<file path="src/rtl/nvram_sector_sync.sv">
// Backup-RAM sector synchroniser: tracks dirty 512-byte sectors and sequences
// SD sector reads (load) and writes (save) through the HPS request/ack handshake.
//
// state  | meaning
// S_IDLE | waiting for a load/save trigger
// S_REQ  | sd_rd/sd_wr raised, waiting for sd_ack to rise
// S_XFER | sd_ack high, waiting for it to fall
// S_DONE | one cycle wrap-up (load clears all dirty bits here)
module nvram_sector_sync #(
  parameter int SECTOR_BITS = 6,
  parameter int DIRTY_ONLY  = 1
) (
  input  logic                   clk_sys,
  input  logic                   RESET_n,
  input  logic                   bk_ena,
  input  logic                   load_req,
  input  logic                   save_req,
  input  logic                   autosave_en,
  input  logic                   osd_open,
  input  logic                   download_done,
  input  logic                   img_size_nz,
  input  logic                   nvram_we,
  input  logic [SECTOR_BITS+8:0] nvram_a,
  output logic [31:0]            sd_lba,
  output logic                   sd_rd,
  output logic                   sd_wr,
  input  logic                   sd_ack,
  output logic                   busy,
  output logic                   loading,
  output logic                   pending
);
  localparam int NSEC = 1 << SECTOR_BITS;

  typedef enum logic [1:0] {S_IDLE, S_REQ, S_XFER, S_DONE} state_t;

  state_t                 state_q, state_d;
  logic [SECTOR_BITS-1:0] sec_q, sec_d;
  logic                   is_load_q, is_load_d;
  logic                   sd_rd_q, sd_rd_d;
  logic                   sd_wr_q, sd_wr_d;
  logic [NSEC-1:0]        dirty_q, dirty_d;
  logic                   lreq_q, lreq_d, lreq_p_q, lreq_p_d;
  logic                   sreq_q, sreq_d, sreq_p_q, sreq_p_d;
  logic                   auto_q, auto_d, auto_p_q, auto_p_d;

  logic                   start_load, start_save, any_dirty, has_next, last_sec;
  logic [SECTOR_BITS-1:0] first_dirty, next_dirty, wr_sec;
  logic                   unused_addr_bits;

  assign any_dirty        = |dirty_q;
  assign wr_sec           = nvram_a[SECTOR_BITS+8:9];
  assign unused_addr_bits = ^nvram_a[8:0];

  assign lreq_d   = load_req & bk_ena;
  assign sreq_d   = save_req & bk_ena;
  assign auto_d   = any_dirty & osd_open & autosave_en & bk_ena;
  assign lreq_p_d = lreq_q;
  assign sreq_p_d = sreq_q;
  assign auto_p_d = auto_q;

  // A simultaneous save trigger is dropped in favour of the load.
  assign start_load = (state_q == S_IDLE) & RESET_n &
                      ((lreq_q & ~lreq_p_q) | (download_done & img_size_nz & bk_ena));
  assign start_save = (state_q == S_IDLE) & RESET_n & ~start_load &
                      ((sreq_q & ~sreq_p_q) | (auto_q & ~auto_p_q));

  always_comb begin
    first_dirty = '0;
    next_dirty  = '0;
    has_next    = 1'b0;
    for (int i = NSEC - 1; i >= 0; i--) begin
      if (dirty_q[i]) begin
        first_dirty = SECTOR_BITS'(i);
        if (i > int'(sec_q)) begin
          next_dirty = SECTOR_BITS'(i);
          has_next   = 1'b1;
        end
      end
    end
  end

  always_comb begin
    if (is_load_q || DIRTY_ONLY == 0) last_sec = &sec_q;
    else                              last_sec = ~has_next;
  end

  always_comb begin
    state_d   = state_q;
    sec_d     = sec_q;
    is_load_d = is_load_q;
    sd_rd_d   = sd_rd_q;
    sd_wr_d   = sd_wr_q;
    case (state_q)
      S_IDLE: begin
        if (start_load) begin
          state_d   = S_REQ;
          sec_d     = '0;
          is_load_d = 1'b1;
          sd_rd_d   = 1'b1;
          sd_wr_d   = 1'b0;
        end else if (start_save) begin
          is_load_d = 1'b0;
          if (DIRTY_ONLY != 0 && !any_dirty) begin
            state_d = S_DONE;
          end else begin
            state_d = S_REQ;
            sec_d   = (DIRTY_ONLY != 0) ? first_dirty : '0;
            sd_rd_d = 1'b0;
            sd_wr_d = 1'b1;
          end
        end
      end
      S_REQ: begin
        if (sd_ack) begin
          state_d = S_XFER;
          sd_rd_d = 1'b0;
          sd_wr_d = 1'b0;
        end
      end
      S_XFER: begin
        if (!sd_ack) begin
          if (last_sec) begin
            state_d = S_DONE;
          end else begin
            state_d = S_REQ;
            sec_d   = (is_load_q || DIRTY_ONLY == 0) ? sec_q + SECTOR_BITS'(1) : next_dirty;
            sd_rd_d = is_load_q;
            sd_wr_d = ~is_load_q;
          end
        end
      end
      S_DONE:  state_d = S_IDLE;
      default: state_d = S_IDLE;
    endcase
  end

  // Set beats the completing-save clear; a finished load wipes everything.
  always_comb begin
    dirty_d = dirty_q;
    if (state_q == S_XFER && !sd_ack && !is_load_q) dirty_d[sec_q] = 1'b0;
    if (nvram_we && bk_ena) dirty_d[wr_sec] = 1'b1;
    if (state_q == S_DONE && is_load_q) dirty_d = '0;
  end

  always_ff @(posedge clk_sys) begin
    if (!RESET_n) begin
      state_q   <= S_IDLE;
      sec_q     <= '0;
      is_load_q <= 1'b0;
      sd_rd_q   <= 1'b0;
      sd_wr_q   <= 1'b0;
      dirty_q   <= '0;
      // Edge history preset high so a request held through reset is not seen as new.
      lreq_q    <= 1'b1;
      lreq_p_q  <= 1'b1;
      sreq_q    <= 1'b1;
      sreq_p_q  <= 1'b1;
      auto_q    <= 1'b1;
      auto_p_q  <= 1'b1;
    end else begin
      state_q   <= state_d;
      sec_q     <= sec_d;
      is_load_q <= is_load_d;
      sd_rd_q   <= sd_rd_d;
      sd_wr_q   <= sd_wr_d;
      dirty_q   <= dirty_d;
      lreq_q    <= lreq_d;
      lreq_p_q  <= lreq_p_d;
      sreq_q    <= sreq_d;
      sreq_p_q  <= sreq_p_d;
      auto_q    <= auto_d;
      auto_p_q  <= auto_p_d;
    end
  end

  assign sd_lba  = {{(32 - SECTOR_BITS){1'b0}}, sec_q};
  assign sd_rd   = sd_rd_q;
  assign sd_wr   = sd_wr_q;
  assign busy    = (state_q != S_IDLE) | start_load | start_save;
  assign loading = ((state_q != S_IDLE) & is_load_q) | start_load;
  assign pending = any_dirty;

endmodule

</file>
<file path="config.mk">
export PLATFORM = sky130hd
export DESIGN_NAME = nvram_sector_sync
export DESIGN_NICKNAME = d
export VERILOG_FILES = /design/src/rtl/nvram_sector_sync.sv
export SDC_FILE = /design/constraint.sdc
export NUM_CORES = 1
export LEC_CHECK = 0
export ABC_AREA = 1
export ABC_CLOCK_PERIOD_IN_PS = 6700
export BUFFER_PORTS_ARGS = -buffer_cell sky130_fd_sc_hd__buf_2
export CAP_MARGIN = 10
export CORE_MARGIN = 4
export CORE_UTILIZATION = 33
export DETAILED_ROUTE_END_ITERATION = 12
export GPL_TIMING_DRIVEN = 0
export HOLD_SLACK_MARGIN = 0.1
export SYNTH_ARGS = -nofsm -noshare
export SYNTH_HDL_FRONTEND = slang
export SYNTH_SLANG_ARGS = --single-unit
</file>
<file path="constraint.sdc">
create_clock -name clk_sys -period 6.7 [get_ports clk_sys]
set_clock_uncertainty 0.15 [all_clocks]
set_input_delay 1.34 -clock clk_sys [delete_from_list [all_inputs] [get_ports clk_sys]]
set_output_delay 1.34 -clock clk_sys [all_outputs]
set_load 0.1 [all_outputs]
</file>
==> reports/qor.csv, run 1 <==
metric;value;unit
Congestion Overflow GR;0;
synthesized area;6210;µm²
max-cap violation count;0;
DRC violations left;0;
# H-tree levels;3;
CP Max Fanout;10;
Req. time, crit path;6800;ps
crit share post-route;0.793;
Sum Neg Setup Slack;0;ps
clk_lat worst skew;350;ps
startpoint types;flop;
first-pass GRT wire length;37.0;mm
die height;145;µm
Worst Tran Pin Value;1330;ps
Worst path max stage delay;390;ps
flops & latches, synth;81;
antenna violations before repair;0;
Antenna diodes;0;
Core ar.;18300;µm²
CTS root buf;clkbuf_16;
Num CTS Buffers;9;
critical path's slowest cell;ha_1;
Cell Count Post-Placement;1355;
R2R Setup Slk;1390;ps
crit path time final;5310;ps
Hold WC Path Type;flop to flop;
RSZ-0062 raised after global routing;no;
Max VDD drop;161;µV
synth warn;0;
largest net degree at the start of global routing;16;
first drt pass iteration count;5;
Layout area overhead;13.6;%
Mapped Cells;1074;
Post-CTS Hold Fix Bufs;0;
routed vias/inst;5.24;
utilization after layout;0.386;
pwr/cell area;319;nW/µm²
wire per inst;17.7;µm
Leak;3.29;nW
Clock Path Buffers;2;
Crit path top cell by count;a21oi_1;
Initial Utilization;0.340;
share of cells above drive strength 1;0.0858;
number of synthesized flops with an enable pin;0;
critical path type;flop to flop;
number of global-route vias before repair;6495;
post-synth top area cell;dfxtp_1;
Routed Antenna Nets;0;
die width;145;µm
max-slew violation count;0;
count of input and output buffers;27;
num ports;63;
ys async rst share;0;
# fillers;2039;
Final GP Congestion;1.00;
clk slew on worst S/H paths;70;ps
top post-synthesis cells by area;dfxtp_1, nand2_1, inv_1;
syn_area_per_cell;5.79;µm²
fin nets;1171;
post-synth top area share;0.261;
DIE AREA;21100;µm²
Sink Count;81;
final hold vios;0;
post-CTS sizing;0;
slew margin rel.;0.110;
GRT Total Usage;0.222;
sequential element share of the synthesized area;0.261;
Synth Flop Type;dfxtp_1;
outcome;complete, no violations;
post-synthesis cell type count;54;
Max Freq;188;MHz
Vias;7181;
WP data arrival;5410;ps
final setup violation count;0;
Post-CTS Setup Bufs;0;
CTS tree;done;
# rows;49;
Final Non-Filler Cells;1371;
dpl hpwl;19.2;mm
Total Wirelength;24.3;mm
Iteration-0 DRC Markers;735;
CP endpoint kind;flop;
[cell type report]
type                       instances  area [µm²]  area share
inverter                         158         593      0.0840
multi-input combinational        815        3800       0.538
tap                              229         287      0.0406
timing repair buffer              27         135      0.0191
buffer                            45         295      0.0418
clock buffer                       9         225      0.0319
clock inverter                     7         104      0.0147
sequential                        81        1620       0.230
[worst max-delay path: cells and delay by family, from the launching register on]
family,cells,cell delay (ps)
fa+ha+maj,1,390
buf+inv,3,550
flops,1,360
simple gates,6,1010
compound gates,19,2710
[cell usage after synthesis (all sizes together), types with 9 or more instances]
master  instances
clkbuf         10
nor3           27
nand4           9
nand2         323
inv           158
nor2          133
a31oi          10
a21oi          91
o211ai         12
nand3          32
o21ai          92
buf            35
dfxtp          81
[per-layer routing]
| metal | routed length (µm) | vias to the layer above | GRT usage |
|---|---|---|---|
| met5 | 0 | - | 0 |
| met4 | 556 | 0 | 0.0708 |
| met3 | 1880 | 36 | 0.0408 |
| met2 | 10100 | 288 | 0.326 |
| met1 | 11700 | 3272 | 0.327 |
| li1 | - | 3585 | - |
[final timing paths]
path                  from  depth (start not counted)       end
setup / recovery  sec_q[0]                         29  sec_q[3]
hold reg to reg   lreq_p_d                          2  lreq_p_q
hold / removal    lreq_p_d                          2  lreq_p_q
setup reg to reg  sec_q[0]                         29  sec_q[3]
[flip-flops by register name, indices dropped and copies added, names as in the netlist]
signal and count:
auto_p_d 1, auto_p_q 1, dirty_q 64, is_load_q 1
lreq_p_d 1, lreq_p_q 1, sd_rd 1, sd_wr 1
sec_q 6, sreq_p_d 1, sreq_p_q 1, state_q 2
[stage by stage]
stage	hold slack, ps	instance area [µm²]	power [mW]	setup slack [ps]
after floorplan	238	6310	1.37	1730
after detailed placement	251	6730	1.68	1470
after global routing	306	7060	2.37	808
after CTS	266	7060	2.24	1430
after global placement	246	6730	1.69	1440
final	263	7060	2.25	1390
[kinds of logic after synthesis]
family,Yosys count,share of synthesized area
and+or+nand+nor,537,0.354
DFF,81,0.261
other,1,0.000603
adders and majority gates,8,0.0161
AOI/OAI and AO/OA,244,0.226
buffers and inverters,203,0.143
[power by group]
part | leakage (nW) | internal, mW | switching, mW | total (mW)
registers | 0.656 | 0.514 | 0.0483 | 0.562
clock network | 0.154 | 0.331 | 0.227 | 0.557
logic | 2.48 | 0.225 | 0.909 | 1.13
total | 3.29 | 1.07 | 1.18 | 2.25
[cells in the final DEF, fill, tap and decap left out, types with 27 or more instances in the layout]
cell type | Yosys | final
a21oi_1 | 90 | 90
buf_2 | 5 | 32
dfxtp_1 | 81 | 81
inv_1 | 149 | 149
nand2_1 | 320 | 320
nand3_1 | 29 | 29
nor2_1 | 130 | 130
nor3_1 | 27 | 27
o21ai_0 | 87 | 87
Power figures use the tool's default switching activity.
==> inputs of run 2 (changes only) <==
ABC_AREA = 0   (was 1)
ABC_CLOCK_PERIOD_IN_PS = 5500   (was 6700)
clock period = 5.5 ns   (was 6.7 ns; I/O delays follow)
==> reports/qor.csv, run 2 <==
metric;value;unit
Total Wirelength;27.9;mm
outcome;complete, no violations;
fin nets;1058;
count of input and output buffers;23;
DIE AREA;22200;µm²
die width;149;µm
Routed Antenna Nets;0;
Seq. cell area;1620;µm²
Antenna diodes;0;
startpoint types;flop;
top-count cell post-synth;nand2_1;
# fillers;2239;
top post-synthesis cells by area;dfxtp_1, a21oi_1, o21ai_0;
post-CTS sizing;0;
Post-CTS Setup Bufs;0;
final setup violation count;0;
Num CTS Buffers;9;
internal power;1.30;mW
hold_sp;sreq_p_d;
commonest non-fill, non-tap cell in the layout;nand2_1;
post-synth top area cell;dfxtp_1;
final hold vios;0;
routed vias/inst;6.07;
Worst Tran Pin Value;1300;ps
Leak;2.79;nW
syn_area_per_cell;6.82;µm²
DRC violations left;0;
critical path type;flop to flop;
Gate power share;0.540;
Largest register FFs;64;
num ports;63;
crit share post-route;0.783;
synth warn;0;
CP Max Fanout;10;
Critical R2R Launch;sec_q[0];
Clock Path Buffers;2;
ys async rst share;0;
Layout area overhead;13.6;%
Synth Flop Type;dfxtp_1;
clock network fraction of total power;0.223;
Max VDD drop;148;µV
number of global-route vias before repair;7123;
Max Freq;232;MHz
worst hold path depth;2;
sequential element share of the synthesized area;0.247;
post-synthesis cell type count;84;
clk slew on worst S/H paths;70;ps
synthesized area;6560;µm²
Congestion Overflow GR;0;
Vias;7860;
wire per inst;21.5;µm
crit path time final;4310;ps
number of synthesized flops with an enable pin;0;
CTS root buf;clkbuf_16;
hold slack;273;ps
post-synth top area share;0.247;
clk_lat worst skew;360;ps
flops & latches, synth;81;
share of cells above drive strength 1;0.117;
Sw Share;0.539;
Worst Hold End;sreq_p_q;
CTS tree;done;
commonest non-fill, non-tap cells in the layout;nand2_1, a21oi_1, o21ai_0;
Sink Count;81;
Post-CTS Hold Fix Bufs;0;
# rows;51;
WP data arrival;4400;ps
R2R Setup Slk;1190;ps
utilization after layout;0.381;
Mapped Cells;961;
Seq pwr share;0.238;
Sum Neg Setup Slack;0;ps
Iteration-0 DRC Markers;1194;
Core ar.;19500;µm²
# H-tree levels;3;
Req. time, crit path;5600;ps
Multi-input gate area;4480;µm²
max-cap violation count;0;
dpl hpwl;21.4;mm
max-slew violation count;0;
largest registers;dirty_q x64, sec_q x6, state_q x2;
first drt pass iteration count;5;
Synth top cells by count;nand2_1, a21oi_1, o21ai_0, dfxtp_1, nor2_1;
Hold WC Path Type;flop to flop;
largest net degree at the start of global routing;19;
slew margin rel.;0.132;
die height;149;µm
Final GP Congestion;1.03;
Biggest register;dirty_q;
CP endpoint kind;flop;
GRT Total Usage;0.243;
antenna violations before repair;0;
RSZ-0062 raised after global routing;no;
first-pass GRT wire length;41.7;mm
R2R depth;12;
RR Endpoint;sec_q[1];
Switch Pwr;1.52;mW
Initial Utilization;0.336;
pwr/cell area;378;nW/µm²
run 2: cell types whose count changed in the layout (fill, tap and decap cells not counted), sizes merged, moves of 11 or more:
cell    change
a21o       +13
or4        +14
inv       -123
buf        +13
a21oi      +27
nor4       +11
nand2     -182
nand2b     +11
nor2       -66
o21ai      +23
clkbuf     +20
run 2: kinds of logic after synthesis:
| family | synth area share |
|---|---|
| other | 0.000572 |
| AO/OA/AOI/OAI | 0.355 |
| AND/OR/NAND/NOR | 0.287 |
| flip-flops | 0.247 |
| XOR/XNOR | 0.00267 |
| buffers and inverters | 0.0859 |
| adder cells (fa/ha/maj) | 0.0168 |
| multiplexers | 0.00477 |
run 2: power groups by stage:
stage	sequential [mW]	clock, mW	combinational, mW
after floorplan	0.842	0	0.885
after global placement	0.682	0	1.47
after detailed placement	0.682	0	1.46
after CTS	0.667	0.629	1.47
after global routing	0.675	0.649	1.58
final	0.669	0.626	1.52
run 2: worst max-delay path by stage:
stage,from,end,cells after the start
4_1_cts,sec_q[0],sec_q[1],12
3_5_place_dp,sec_q[0],sec_q[1],12
5_1_grt,sec_q[0],sec_q[1],12
6_report,sec_q[0],sec_q[1],12
3_3_place_gp,sec_q[0],sec_q[1],12
2_1_floorplan,bk_ena,sd_wr,7
run 2: critical path, stage by stage (launching register included):
cell and delay [ps]:
dfxtp_1 330, buf_2 180, inv_1 330, ha_1 360
buf_2 340, nor3_1 120, o21ai_0 330, a21oi_1 120
nor4_1 420, nand3_1 240, nor4_1 810, nor3_1 140
a221oi_1 320
run 2: final cells by class:
cell class / instances / area share
multi-input cells: 796 / 0.602
inverters: 31 / 0.0156
clock inverters: 7 / 0.0106
flip-flops and latches: 81 / 0.218
clock buffers: 9 / 0.0302
well taps: 265 / 0.0445
repair buffers: 27 / 0.0192
plain buffers: 78 / 0.0600
run 2: routing by layer:
layer	GRT usage	vias to the layer above	part of all wire
met3	0.0556	59	0.11
met4	0.0824	0	0.031
met5	0	-	0
met1	0.344	3695	0.43
li1	-	3645	-
met2	0.365	461	0.42
run 2: stage by stage:
step,worst slack (ps),instance area [µm²],power [mW],std cells
3_3_place_gp,1360,7100,2.15,1274
5_1_grt,958,7450,2.90,1294
4_1_cts,1290,7450,2.77,1294
6_report,1190,7450,2.81,1294
3_5_place_dp,1370,7140,2.14,1278
2_1_floorplan,219,6650,1.73,986
